[src/rtl/piano_key_scanner_if.sv]
// Key/note bundle between the push-button front end and the tone generator.
// The scanner is the slave: it takes the raw keys and drives note, hush and note_strobe.
interface piano_key_scanner_if;
    logic [15:0] keys;
    logic [3:0]  note;
    logic        hush;
    logic        note_strobe;

    modport master (
        output keys,
        input  note,
        input  hush,
        input  note_strobe
    );

    modport slave (
        input  keys,
        output note,
        output hush,
        output note_strobe
    );
endinterface

[src/rtl/piano_key_scanner.sv]
// Synchronises and debounces 16 push-buttons, then priority-encodes them (lowest key wins)
// into the tone generator's note code and hush control.
module piano_key_scanner #(
    parameter int unsigned DEBOUNCE_CYCLES = 500000,
    parameter int unsigned CNT_W           = 19
) (
    input  logic              clk,
    input  logic              reset,
    piano_key_scanner_if.slave bus
);

    typedef enum logic [1:0] {StIdle, StArm, StPlay, StRelease} state_e;

    localparam logic [CNT_W-1:0] CntLast = CNT_W'(DEBOUNCE_CYCLES - 1);

    state_e           state_q, state_d;
    logic [15:0]      sync1_q, ks_q;
    logic             cand_any_q, cand_any_d;
    logic [3:0]       cand_idx_q, cand_idx_d;
    logic [CNT_W-1:0] cnt_q, cnt_d;
    logic [3:0]       note_q, note_d;
    logic             hush_q, hush_d;
    logic             strobe_q, strobe_d;

    logic             samp_any;
    logic [3:0]       samp_idx;
    logic             samp_eq_cand;
    logic             samp_eq_note;
    logic             window_done;

    // Descending scan so the lowest pressed index is the last one written.
    always_comb begin
        samp_any = |ks_q;
        samp_idx = 4'd0;
        for (int i = 15; i >= 0; i--) begin
            if (ks_q[i]) samp_idx = 4'(i);
        end
    end

    always_comb begin
        samp_eq_cand = (samp_any == cand_any_q) && (samp_idx == cand_idx_q);
        samp_eq_note = samp_any && (samp_idx == note_q);
        window_done  = (cnt_q == CntLast);
    end

    always_comb begin
        state_d    = state_q;
        cand_any_d = cand_any_q;
        cand_idx_d = cand_idx_q;
        cnt_d      = cnt_q;
        note_d     = note_q;
        hush_d     = hush_q;
        strobe_d   = 1'b0;

        unique case (state_q)
            StIdle: begin
                if (samp_any) begin
                    cand_any_d = samp_any;
                    cand_idx_d = samp_idx;
                    cnt_d      = '0;
                    state_d    = StArm;
                end
            end
            StArm: begin
                if (!samp_eq_cand) begin
                    cand_any_d = samp_any;
                    cand_idx_d = samp_idx;
                    cnt_d      = '0;
                end else if (window_done) begin
                    if (cand_any_q) begin
                        note_d   = cand_idx_q;
                        hush_d   = 1'b0;
                        strobe_d = 1'b1;
                        state_d  = StPlay;
                    end else begin
                        // Press bounced away entirely: nothing was ever committed.
                        state_d = StIdle;
                    end
                end else begin
                    cnt_d = cnt_q + 1'b1;
                end
            end
            StPlay: begin
                if (!samp_eq_note) begin
                    cand_any_d = samp_any;
                    cand_idx_d = samp_idx;
                    cnt_d      = '0;
                    state_d    = StRelease;
                end
            end
            StRelease: begin
                if (samp_eq_note) begin
                    cnt_d   = '0;
                    state_d = StPlay;
                end else if (!samp_eq_cand) begin
                    cand_any_d = samp_any;
                    cand_idx_d = samp_idx;
                    cnt_d      = '0;
                end else if (window_done) begin
                    if (cand_any_q) begin
                        note_d   = cand_idx_q;
                        strobe_d = (cand_idx_q != note_q);
                        state_d  = StPlay;
                    end else begin
                        hush_d   = 1'b1;
                        strobe_d = 1'b1;
                        state_d  = StIdle;
                    end
                end else begin
                    cnt_d = cnt_q + 1'b1;
                end
            end
            default: state_d = StIdle;
        endcase
    end

    always_ff @(posedge clk or posedge reset) begin
        if (reset) begin
            sync1_q    <= '0;
            ks_q       <= '0;
            state_q    <= StIdle;
            cand_any_q <= 1'b0;
            cand_idx_q <= 4'd0;
            cnt_q      <= '0;
            note_q     <= 4'd0;
            hush_q     <= 1'b1;
            strobe_q   <= 1'b0;
        end else begin
            sync1_q    <= bus.keys;
            ks_q       <= sync1_q;
            state_q    <= state_d;
            cand_any_q <= cand_any_d;
            cand_idx_q <= cand_idx_d;
            cnt_q      <= cnt_d;
            note_q     <= note_d;
            hush_q     <= hush_d;
            strobe_q   <= strobe_d;
        end
    end

    assign bus.note        = note_q;
    assign bus.hush        = hush_q;
    assign bus.note_strobe = strobe_q;

endmodule

[src/flat_wrapper.sv]
// flat-port wrapper written by rule: the top's interface ports become plain ports
module piano_key_scanner_flat 
#(
    parameter int unsigned DEBOUNCE_CYCLES = 500000,
    parameter int unsigned CNT_W           = 19
)
  (clk, reset, bus_keys, bus_note, bus_hush, bus_note_strobe);
  piano_key_scanner_if bus_i ();
  input  logic clk;
  input  logic reset;
  input wire logic [$bits(bus_i.keys)-1:0] bus_keys;
  output wire logic [$bits(bus_i.note)-1:0] bus_note;
  output wire logic [$bits(bus_i.hush)-1:0] bus_hush;
  output wire logic [$bits(bus_i.note_strobe)-1:0] bus_note_strobe;
  assign bus_i.keys = bus_keys;
  assign bus_note = bus_i.note;
  assign bus_hush = bus_i.hush;
  assign bus_note_strobe = bus_i.note_strobe;
  piano_key_scanner #(.DEBOUNCE_CYCLES(DEBOUNCE_CYCLES), .CNT_W(CNT_W)) u_core (.clk(clk), .reset(reset), .bus(bus_i));
endmodule
[config.mk]
export PLATFORM = sky130hd
export DESIGN_NAME = piano_key_scanner_flat
export DESIGN_NICKNAME = d
export VERILOG_FILES = /design/src/rtl/piano_key_scanner_if.sv /design/src/rtl/piano_key_scanner.sv /design/src/flat_wrapper.sv
export SDC_FILE = /design/constraint.sdc
export NUM_CORES = 1
export LEC_CHECK = 0
export ABC_AREA = 1
export BUFFER_PORTS_ARGS = -buffer_cell sky130_fd_sc_hd__buf_2
export CAP_MARGIN = 5
export CORE_ASPECT_RATIO = 0.7
export CORE_MARGIN = 2
export CORE_UTILIZATION = 45
export CTS_CLUSTER_DIAMETER = 150
export CTS_CLUSTER_SIZE = 20
export DETAILED_ROUTE_END_ITERATION = 12
export SLEW_MARGIN = 20
export SYNTH_ARGS = -nofsm -noshare
export SYNTH_HDL_FRONTEND = slang
export SYNTH_SLANG_ARGS = --single-unit
[constraint.sdc]
create_clock -name clk -period 7.2 [get_ports clk]
set_clock_uncertainty 0.2 [all_clocks]
set_input_delay 2.16 -clock clk [delete_from_list [all_inputs] [get_ports clk]]
set_output_delay 2.16 -clock clk [all_outputs]
set_load 0.05 [all_outputs]
==> results of run 1 <==
==> registers in the layout (all words and copies together), names as in the netlist <==
| signal | flops |
|---|---|
| u_core.bus.note | 4 |
| u_core.cnt_q | 19 |
| u_core.sync1_q | 16 |
| u_core.bus.note_strobe | 1 |
| u_core.state_q | 2 |
| u_core.bus.hush | 1 |
| u_core.ks_q | 16 |
| u_core.cand_any_q | 1 |
| u_core.cand_idx_q | 4 |
==> per-stage QoR <==
stage / hold slack (ns) / instance area (sq um) / instances / setup WS [ns] / power [mW]
CTS: 0.1524 / 3526 / 496 / 3.689 / 0.9054
floorplan: 0.1312 / 3124 / 368 / 3.244 / 0.5494
global placement: 0.1339 / 3323 / 480 / 4.030 / 0.5864
global route: 0.1559 / 3526 / 496 / 3.666 / 0.9475
detailed placement: 0.1347 / 3323 / 480 / 4.035 / 0.5873
finish: 0.1481 / 3526 / 496 / 3.711 / 0.8939
==> routing by layer <==
layer  vias to the layer above  global-route usage (%)  routed length, um
met5                         -                       0                  0
met4                         0                   6.757                 94
met3                        10                   4.525                351
met2                        57                   23.91               2303
met1                      1093                   28.93               3534
li1                       1236                       -                  -
==> cell usage in the layout, fill, tap and decap left out, types with 4 or more instances in the layout <==
cell type,count
a21oi_1,7
xnor2_1,9
nand3_1,31
nor2_1,17
nor3_1,4
nand4_1,18
nand2_1,115
buf_2,23
o211ai_1,4
nor4_1,4
xor2_1,12
inv_1,50
dfrtp_1,63
clkbuf_8,9
==> how the worst max path moves through the flow <==
stage | from | end | slack [ns]
3_5_place_dp | reset | u_core.bus.note[2]$_DFFE_PP0P_ | 4.03
3_3_place_gp | reset | u_core.cand_idx_q[2]$_DFFE_PP0P_ | 4.03
2_1_floorplan | reset | u_core.bus.note[0]$_DFFE_PP0P_ | 3.24
5_1_grt | u_core.bus.hush$_DFFE_PP1P_ | bus_hush | 3.67
4_1_cts | u_core.bus.hush$_DFFE_PP1P_ | bus_hush | 3.69
6_report | u_core.bus.hush$_DFFE_PP1P_ | bus_hush | 3.71
==> power breakdown <==
part	total, mW	internal (mW)	switching, mW
combinational	0.173	0.0501	0.123
clock	0.313	0.163	0.151
sequential	0.408	0.382	0.0251
total	0.894	0.595	0.299
==> final cells by class <==
class	instances	area [sq um]
Fill cell	653	3199
Sequential cell	64	1603
Multi-Input combinational cell	246	1285
Inverter	52	195.2
Clock buffer	9	123.9
Timing Repair Buffer	24	122.6
Tap cell	94	117.6
Clock inverter	7	78.83
==> cells in the mapped netlist (2+ instances only) <==
cell type  instances
buf_6              2
nor3_1             4
inv_1             51
buf_2              2
o211ai_1           4
nand3b_1           3
nor2_1            17
a21oi_1            7
nand3_2            2
dfrtp_1           63
or2_1              2
nand2_1          115
xor2_1            12
nand3_1           31
nand4_2            2
o21ai_0            2
nor2_4             3
nor2_2             3
nor4_1             4
nand4_1           18
xnor2_1            9
==> cell families after synthesis <==
group                    share of synthesized area [%]
AO/OA/AOI/OAI                                    3.645
XOR/XNOR                                         5.887
adder cells (fa/ha/maj)                         0.4004
buffers and inverters                            7.569
flip-flops                                       51.30
AND/OR/NAND/NOR                                  31.20
==> results.cfg, run 1 <==
[worst_setup_path]
cp.depth = 1
cp_max_fo = 2
critPathRequiredTime_ns = 4.84
crit_family = flip-flops
start_kind = flip-flop
cp_num_buf_inv = 1
r2r_cells = 13
cp_data_arrival_time_ns = 1.13
regToRegEndpoint = u_core.cand_idx_q[1]$_DFFE_PP0P_
slowest_stage = dfstp_2
crit_type = flip-flop to output port
slowest_delay_ns = 0.53
reg2reg_from = u_core.ks_q[1]$_DFF_PP0_
r2r_slack_ns = 4.14
path_cells = buf_2
crit_path_end_kind = output port

[drt]
drt_iter0_drc = 147
vias = 2396
routedWlPerCell_um = 12.67
wirelength_mm = 6.283
first_pass_iters = 4
viasPerCell = 4.831
remaining_drc_errors = 0
postRouteAntennaNets = 0

[logic_synthesis]
ys_seq_elements = 64
syn_inst = 368
ys_types = 33
synth-edff-count = 0
ys_warn_count = 0
yosys_most_used_dff = dfrtp_1
synth_top_area_share_pct = 50.46
synth_largest_area_cell = dfrtp_1
async_flop_share_pct = 100.0
netlist_area_sq_um = 3124
avgSynthCellArea_sq_um = 8.490
synth-seq-area-share_pct = 51.30
syn-num-nets = 387
yosys-top-cells-area = dfrtp_1, nand2_1, inv_1, nand3_1, nand4_1

[cells_and_area]
diodes = 0
drive_above_1_share_pct = 13.93
layout.nets = 416
synthToLayoutAreaGrowth_pct = 12.86
final_core_util_pct = 52.43

[floorplan]
die_width_um = 103.6
pin_count = 24
start_util_pct = 46.46
core_region_area_sq_um = 6725
die_y_um = 73.72
placementRows = 25
die_area_sq_um = 7636

[clock_tree]
numCtsBuffers = 9
hold_buffers = 0
cts_buffer_depth = 2
cts.sinks = 64
clkTransAtPathRegs_ns = 0.08
cts_resized = 0
htree_levels = 3
cts_tree = built
clkLatencyLatePin_ns = 0.34
cts_setup_buffers = 0
cts_root_buffer = clkbuf_8

[min_path]
hp-start = u_core.sync1_q[0]$_DFF_PP0_
worstHoldPathCells = 0
hold_end = u_core.ks_q[0]$_DFF_PP0_
holdCritPathClass = flip-flop to flip-flop

[run]
cap_violations = 0

[global_route]
grt_use_total_pct = 18.40
grt_pass1_vias = 2139
grt_pass1_wl_mm = 10.90
grt_overflow = 0
antenna_found_initial = 0
grt_max_degree = 65

[timing]
tns_ns = 0
max_freq_mhz = 286.6
period_share_pct = 48.46
rsz0062_at_grt = false
fin_crit_ns = 3.489
worstMarginPinSlew_ns = 0.8164
hold_violations = 0
drv_slew = 0
setup_viol = 0
slew_headroom_pct = 45.44

[run_status]
status = complete, no violations

[placement]
port_buffers = 23
place.detailed.hpwl_mm = 4.375
place.gp.congestion = 0.8954

[power]
p_leak_nw = 1.800
p_per_area_nw_per_um2 = 253.5
vdd_drop_max_v = 0.0001382
Power figures use the tool's default switching activity.
==> run 2: changes to the inputs <==
Settings changed: ABC_AREA 1 to 0, PLACE_DENSITY from default to 0.65.
Clock period 7.2 ns to 3.2 ns, I/O delays scaled along.
==> run 2 against run 1 <==
  * Core utilization rose by 4.8 points
  * Non-clock buffer count rose by 13
  * Largest cell class unchanged
  * Total power rose by 110%
  * Highest routed layer unchanged
  * Hold slack improved by 0.0015 ns
  * Clock-buffer cell count did not move
==> results.cfg, run 2 <==
[placement]
place.detailed.hpwl_mm = 4.599
port_buffers = 23
place.gp.congestion = 0.7925

[logic_synthesis]
synth_top_area_share_pct = 52.13
ys_warn_count = 0
ys_types = 56
netlist_area_sq_um = 3024
async_flop_share_pct = 100.0
yosys.cell_count.top_type = dfrtp_1
yosys_most_used_dff = dfrtp_1
syn_inst = 279
syn-num-nets = 298
avgSynthCellArea_sq_um = 10.84
synth_commonest_cells = dfrtp_1, nand2_1, nor2_1
ys_seq_elements = 64
synth-edff-count = 0
yosys-top-cells-area = dfrtp_1, a21oi_1, nand2_1, nor2_1, nor4_4
synth_largest_area_cell = dfrtp_1
synth-seq-area-share_pct = 53.00

[cells_and_area]
reg_top3 = u_core.cnt_q x19, u_core.ks_q x16, u_core.sync1_q x16
drive_above_1_share_pct = 25.38
final_common_cell = dfrtp_1
diodes = 0
synthToLayoutAreaGrowth_pct = 20.56
top_register = u_core.cnt_q
final_core_util_pct = 57.27
mostFrequentLayoutCells = dfrtp_1, buf_2, nor2_1, nand2_1, a21oi_1
largest_reg_flops = 19
layout.nets = 341

[clock_tree]
cts.sinks = 64
clkLatencyLatePin_ns = 0.34
htree_levels = 3
clkTransAtPathRegs_ns = 0.08
numCtsBuffers = 9
cts_tree = built
cts_root_buffer = clkbuf_8
cts_buffer_depth = 2

[drt]
first_pass_iters = 4
routedWlPerCell_um = 15.54
remaining_drc_errors = 0
drt_iter0_drc = 155
wirelength_mm = 6.494
vias = 2343
viasPerCell = 5.605
postRouteAntennaNets = 0

[timing]
worstMarginPinSlew_ns = 0.5011
hold_ws_ns = 0.1496
fin_crit_ns = 3.003
rsz0062_at_grt = false
drv_slew = 0
slew_headroom_pct = 66.29
hold_violations = 0
period_share_pct = 93.85
setup_viol = 0
max_freq_mhz = 333.0

[worst_setup_path]
critPathRequiredTime_ns = 3.27
cp_data_arrival_time_ns = 3.07
crit_type = flip-flop to flip-flop
slowest_stage = dfrtp_1
start_kind = flip-flop
crit_path_end_kind = flip-flop
cp_max_fo = 8
path_cells = nor4_4 -> nand4_2 -> or3_1 -> a2111oi_4 -> nand4_4 -> buf_4 -> a21o_2 -> or3_1 -> o21ai_1
cp_common_cell = or3_1
slowest_delay_ns = 0.46

[global_route]
grt_pass1_wl_mm = 10.81
grt_max_degree = 65
grt_pass1_vias = 2136
grt_use_total_pct = 19.41
grt_overflow = 0
antenna_found_initial = 0

[floorplan]
die_width_um = 102.0
core_region_area_sq_um = 6366
placementRows = 24
die_y_um = 72.59
die_area_sq_um = 7402
start_util_pct = 47.50
pin_count = 24

[power]
p_leak_nw = 1.552
vdd_drop_max_v = 0.0002642
p_per_area_nw_per_um2 = 522.4

[run_status]
status = complete, no violations

[min_path]
holdCritPathClass = flip-flop to flip-flop

[run]
cap_violations = 0
run 2: what timing repair did:
action,CTS,global route
pin swaps,0,2
setup endpoints to repair,3,13
buffers inserted,0,1
hold buffers,0,0
resized for setup,1,7
run 2: stage by stage:
step,TNS [ns],setup slack (ns),total power [mW],cell area [sq um],std cells
finish,0,0.1969,1.905,3646,418
global route,0,0.01810,1.993,3646,418
CTS,0,0.06318,1.926,3610,417
detailed placement,-0.004242,-0.003050,1.053,3354,401
global placement,0,0.1915,1.047,3354,401
floorplan,0,0.1890,0.9912,3024,279
run 2: kinds of logic (layout without fill, tap and decap cells):
group                    Yosys count  after routing  synth area share, %
AND/OR/NAND/NOR                  112            112                22.51
adder cells (fa/ha/maj)            1              1               0.4137
XOR/XNOR                           4              4                1.159
AO/OA/AOI/OAI                     76             76                17.63
multiplexers                       8              8                3.475
buffers and inverters             14             62                1.820
flip-flops                        64             64                53.00
run 2: worst max-delay path, delay by kind of cell, from the launching register on:
family	cells	cell delay, ns
compound gates	3	0.70
buf+inv	1	0.18
flops	1	0.46
simple gates	5	1.38
run 2: area by class of cell:
cell class,count,area (sq um)
multi-input combinational,201,1399
clock buffer,9,123.9
inverter,9,33.78
timing repair buffer,37,245.2
clock inverter,7,125.1
fill,570,2720
tap,91,113.9
sequential,64,1605
run 2: layer usage:
metal	up-vias	share of wire, %	track usage [%]
met1	1135	53	31.59
li1	1138	-	-
met5	-	0	0
met3	7	5.9	5.460
met4	0	1.0	6.222
met2	63	40	24.34
run 2: where the power goes:
part / internal (mW) / total [mW] / switching [mW] / leakage (nW)
sequential: 0.838 / 0.874 / 0.0359 / 0.801
clock: 0.527 / 0.862 / 0.335 / 0.125
combinational: 0.0750 / 0.169 / 0.0938 / 0.626
total: 1.44 / 1.90 / 0.465 / 1.55
run 2: worst paths after layout:
| path | from | depth (start not counted) | endpoint | slack (ns) |
|---|---|---|---|---|
| hold / removal | u_core.sync1_q[4]$_DFF_PP0_ | 0 | u_core.ks_q[4]$_DFF_PP0_ | 0.15 |
| setup / recovery | u_core.ks_q[5]$_DFF_PP0_ | 9 | u_core.cnt_q[5]$_DFFE_PP0P_ | 0.20 |
| min in group asynchronous | reset | 3 | u_core.cnt_q[7]$_DFFE_PP0P_ | 0.47 |
| hold reg to reg | u_core.sync1_q[4]$_DFF_PP0_ | 0 | u_core.ks_q[4]$_DFF_PP0_ | 0.15 |
| max in group asynchronous | reset | 3 | u_core.bus.hush$_DFFE_PP1P_ | 2.01 |
| setup reg to reg | u_core.ks_q[5]$_DFF_PP0_ | 9 | u_core.cnt_q[5]$_DFFE_PP0P_ | 0.20 |
